## src/rtl/cpu_pkg.sv

```systemverilog
// cpu_pkg: shared widths, register/select encodings and ALU operation codes
package cpu_pkg;
    localparam int DW   = 32;
    localparam int AW   = 5;
    localparam int NREG = 32;
    localparam logic [AW-1:0] REG_ZERO = 5'd0;
    localparam logic SRC_REG  = 1'b0;
    localparam logic SRC_IMM  = 1'b1;
    localparam logic EXT_ZERO = 1'b0;
    localparam logic EXT_SIGN = 1'b1;
    localparam logic [3:0] ALU_ADD = 4'b0000;
    localparam logic [3:0] ALU_SUB = 4'b0001;
    localparam logic [3:0] ALU_AND = 4'b0010;
    localparam logic [3:0] ALU_OR  = 4'b0011;
    localparam logic [3:0] ALU_SLT = 4'b0100;
endpackage

```

## src/rtl/reg_file.sv

```systemverilog
// reg_file: NREG x DW register file, async reset, one write port, two
// write-first bypassed read ports and an unbypassed debug read port.
// Ports: clk/rst; rs/rt read addresses -> rd_a/rd_b; we/wa/wd write port;
// dbg_addr -> dbg_data (storage only).
module reg_file
    import cpu_pkg::*;
#(
    parameter int DW   = cpu_pkg::DW,
    parameter int NREG = cpu_pkg::NREG,
    parameter int AW   = cpu_pkg::AW
) (
    input  logic          clk,
    input  logic          rst,
    input  logic [AW-1:0] rs,
    input  logic [AW-1:0] rt,
    input  logic          we,
    input  logic [AW-1:0] wa,
    input  logic [DW-1:0] wd,
    input  logic [AW-1:0] dbg_addr,
    output logic [DW-1:0] rd_a,
    output logic [DW-1:0] rd_b,
    output logic [DW-1:0] dbg_data
);
    logic [DW-1:0] regs_q [NREG];
    logic          hit_a, hit_b;

    always_ff @(posedge clk or posedge rst) begin
        if (rst) begin
            for (int i = 0; i < NREG; i++) regs_q[i] <= '0;
        end else if (we && wa != REG_ZERO) begin
            regs_q[wa] <= wd;
        end
    end

    // Bypass compares run in parallel with the storage mux, not through it.
    assign hit_a    = we && wa == rs;
    assign hit_b    = we && wa == rt;
    assign rd_a     = rs == REG_ZERO ? '0 : hit_a ? wd : regs_q[rs];
    assign rd_b     = rt == REG_ZERO ? '0 : hit_b ? wd : regs_q[rt];
    assign dbg_data = dbg_addr == REG_ZERO ? '0 : regs_q[dbg_addr];
endmodule

```

## src/rtl/operand_fetch.sv

```systemverilog
// operand_fetch: register file plus immediate extender and B-operand mux
// feeding the ALU.
// Ports: clk/rst; rs/rt register reads; imm16/ExtOp immediate; ALUSrc B
// select; RegWrite/WriteReg/WriteData writeback; A/B ALU operands;
// rt_data store data; dbg_addr/dbg_data unbypassed debug read.
module operand_fetch
    import cpu_pkg::*;
#(
    parameter int DW   = cpu_pkg::DW,
    parameter int NREG = cpu_pkg::NREG,
    parameter int AW   = cpu_pkg::AW
) (
    input  logic                 clk,
    input  logic                 rst,
    input  logic [AW-1:0]        rs,
    input  logic [AW-1:0]        rt,
    input  logic [15:0]          imm16,
    input  logic                 ExtOp,
    input  logic                 ALUSrc,
    input  logic                 RegWrite,
    input  logic [AW-1:0]        WriteReg,
    input  logic [DW-1:0]        WriteData,
    output logic signed [DW-1:0] A,
    output logic signed [DW-1:0] B,
    output logic [DW-1:0]        rt_data,
    input  logic [AW-1:0]        dbg_addr,
    output logic [DW-1:0]        dbg_data
);
    logic [DW-1:0] rd_a, rd_b, ext;

    reg_file #(.DW(DW), .NREG(NREG), .AW(AW)) u_rf (
        .clk      (clk),
        .rst      (rst),
        .rs       (rs),
        .rt       (rt),
        .we       (RegWrite),
        .wa       (WriteReg),
        .wd       (WriteData),
        .dbg_addr (dbg_addr),
        .rd_a     (rd_a),
        .rd_b     (rd_b),
        .dbg_data (dbg_data)
    );

    assign ext     = ExtOp == EXT_SIGN ? {{(DW-16){imm16[15]}}, imm16} : {{(DW-16){1'b0}}, imm16};
    assign A       = rd_a;
    assign rt_data = rd_b;
    assign B       = ALUSrc == SRC_IMM ? ext : rd_b;
endmodule

```

## config.mk

```make
export PLATFORM = sky130hd
export DESIGN_NAME = operand_fetch
export DESIGN_NICKNAME = d
export VERILOG_FILES = /design/src/rtl/cpu_pkg.sv /design/src/rtl/reg_file.sv /design/src/rtl/operand_fetch.sv
export SDC_FILE = /design/constraint.sdc
export NUM_CORES = 2
export LEC_CHECK = 0
export CAP_MARGIN = 15
export CORE_MARGIN = 3
export CORE_UTILIZATION = 50
export CTS_CLUSTER_SIZE = 28
export DETAILED_ROUTE_END_ITERATION = 7
export HOLD_SLACK_MARGIN = 0.15
export PLACE_DENSITY_LB_ADDON = 0.25
export SLEW_MARGIN = 20
export SYNTH_ARGS = -nofsm -noshare
export SYNTH_HDL_FRONTEND = slang
export SYNTH_HIERARCHICAL = 1
export SYNTH_SLANG_ARGS = --single-unit
export TNS_END_PERCENT = 1
```

## constraint.sdc

```tcl
create_clock -name clk -period 37.3 [get_ports clk]
set_clock_uncertainty 0.2 [all_clocks]
set_input_delay 5.595 -clock clk [delete_from_list [all_inputs] [get_ports clk]]
set_output_delay 5.595 -clock clk [all_outputs]
set_load 0.1 [all_outputs]
```

==> out/metrics.yaml <==
outcome:
  status: "finished clean"
logic_synthesis:
  yosysWarnings: 6
  syn_area_um2: 63100
  syn_nets: 4359
  synth_top_family_by_area: "multiplexers"
  synthMuxAreaShare_pct: 48.8
  synthSimpleGateAreaFrac_pct: 1.58
  yosysSeqAreaShare_pct: 40.6
  async_flop_share_pct: 100
  yosysUniqueCellTypes: 53
  synth-adder-area-share_pct: 0
  ys_ff_latch: 1024
  synth_edf_count: 0
  syn_inst: 4286
  synth-compound-area-share_pct: 4.88
  synth_xor_area_share_pct: 0.139
  synthFlopType: "dfrtp_1"
  avgSynthCellArea_um2: 14.7
place:
  place_inst: 5724
  post-place-ws_ns: 20.06
  gp_congestion: 0.839
  dp_hpwl_mm: 127
  portBuffers: 200
cells_and_area:
  fin_util_pct: 56.4
  nFillCells: 9862
  largest_register: "u_rf/regs_q"
  layout-drive-gt1-share_pct: 50.0
  layout_common_cells: "1024 x dfrtp_1, 994 x mux2_2, 748 x mux4_2"
  largest_reg_flops: 1024
  final_common_cell: "dfrtp_1"
  syn_to_final_growth_pct: 11.3
  final_cell_count_no_fill: 5949
  largestRegisters: "u_rf/regs_q: 1024 flops"
  nNetsFinal: 4279
die:
  core_area_um2: 124000
  fp.dieH_um: 361
  top_level_ports: 201
  fp-row-count: 129
  dieArea_um2: 130000
  start_util_pct: 50.7
  die-width_um: 361
timing:
  worstMarginPinSlew_ns: 1.25
  fin_tns_setup_ns: 0
  maxSlewHeadroom_pct: 16.0
  report.final.hold_viol_count: 0
  max_freq_ghz: 0.0580
  fin_ws_ns: 20.06
  setup_viol: 0
  period_share_pct: 46.2
  layout_min_cycle_time_ns: 17.24
  rsz0062_at_grt: "no"
  drv_slew: 0
drt:
  wl_per_cell_um: 37.8
  final_antenna_net_count: 0
  drt_iter0_drc: 5979
  drt-total-wl_mm: 225
  viasPerCell: 7.43
  vias: 44200
  drt_first_pass_iters: 6
  route.detailed.drc: 0
clock_tree:
  clock-sinks: 1024
  clk_pin_slew_ns: 0.06
  insertion_delay_ns: 0.72
  cts-root-buf: "clkbuf_16"
  cts_setup_buffers: 0
  clockBufferDepth: 3
  cts_hold_buf: 0
  post_cts_resized: 0
  htreeDepth: 3
  numCtsBuffers: 116
  cts_tree: "yes"
worst_setup_path:
  crit_required_ns: 31.50
  reg2reg_depth: 1
  worst_ep_arrival_time_ns: 11.44
  endpoint_kind: "output port"
  crit_fanout: 93
  critical_path_class: "in -> out"
  worstSetupStartpointType: "input pin"
global_route:
  first_global_vias: 43900
  grt_first_pass_wirelength_mm: 324
  grtUsageTotal_pct: 34.3
  grt_max_degree: 175
  overflow: 0
  antenna_found_initial: 13
hold_path:
  min_path_type: "reg -> reg"
  worstHoldPathCells: 0
pwr:
  pwr_density_cell_nw_per_um2: 54.8
  total_power_uw: 3850
  ir_drop_mv: 0.0508
  p_leak_uw: 0.0292
flow_run:
  maxCapViolCount: 0
-- per-stage QoR --
stage / hold slack [ns] / instance area, um2
2_1_floorplan: 0.258 / 63100
3_3_place_gp: 0.195 / 66100
3_5_place_dp: 0.202 / 66100
4_1_cts: 0.216 / 70200
5_1_grt: 0.227 / 70200
6_report: 0.216 / 70200
-- worst max-delay path, stage by stage --
cell and delay [ns]:
buf_8 0.37, buf_12 0.67, buf_4 0.74, buf_4 0.76, buf_4 0.76, mux4_2 0.59
a211oi_1 0.24, o21ai_0 0.14, a32o_1 0.35, clkdlybuf4s50_1 0.99
-- Yosys cell counts (all sizes together) (2+ instances only) --
library cell / instances / area [um2]
nand4: 6 / 37.5
nor3b: 5 / 37.5
dfrtp: 1024 / 25600
o22a: 6 / 52.6
xnor2: 10 / 87.6
o2111ai: 3 / 26.3
buf: 255 / 1320
o221ai: 33 / 289
o211ai: 6 / 45.0
inv: 51 / 191
a21oi: 53 / 265
nor4: 3 / 18.8
o22ai: 45 / 282
nor2: 35 / 134
a221oi: 14 / 123
a211oi: 34 / 255
a22oi: 93 / 698
nor3: 9 / 45.0
nand3b: 4 / 30.0
mux2i: 254 / 2540
clkbuf: 263 / 987
or3b: 2 / 17.5
a22o: 2 / 17.5
nor2b: 6 / 37.5
a31oi: 3 / 18.8
a32o: 32 / 320
nand2b: 5 / 31.3
nand3: 17 / 90.1
mux2: 1008 / 11400
and2: 5 / 31.3
o21ai: 122 / 611
mux4: 748 / 16800
nand2: 114 / 428
or2: 4 / 25.0
a311o: 3 / 30.0
-- cell families (layout without fill, tap and decap cells) --
family	Yosys count	count (layout)
compound gates	454	454
xor+xnor	10	10
buf+inv	569	589
flops	1024	1024
mux	2010	2010
other cells	0	6
simple gates	219	219
-- final timing paths --
path,startpoint,slack (ns),end
max in group asynchronous,rst,28.80,u_rf/regs_q[955]
hold / removal,u_rf/regs_q[1011],0.22,u_rf/regs_q[1011]
setup reg to reg,u_rf/regs_q[144],36.27,u_rf/regs_q[144]
hold reg to reg,u_rf/regs_q[1011],0.22,u_rf/regs_q[1011]
min in group asynchronous,rst,5.20,u_rf/regs_q[601]
setup / recovery,rs[0],20.06,A[12]
-- routing by layer --
layer	part of all wire [%]	GRT usage [%]	wire (um)
met1	39	48.2	87400
met2	45	50.8	100000
met3	11	8.69	25500
met4	5.1	15.4	11400
met5	0.021	0	47
-- power breakdown --
part | total (uW) | internal, uW | switching [uW]
Sequential | 1530 | 1320 | 208
Clock | 1210 | 716 | 496
Combinational | 1100 | 548 | 556
-- layout make-up --
cell class	count	area (um2)	area share, %
clock inverters	53	603	0.859
clock buffers	165	3440	4.90
well taps	1637	2050	2.92
inverters	51	199	0.283
diodes	6	15.0	0.0214
flip-flops and latches	1024	25600	36.5
repair buffers	320	3010	4.29
multi-input cells	2693	35300	50.2
No activity file was read; power rests on OpenSTA's default activity.
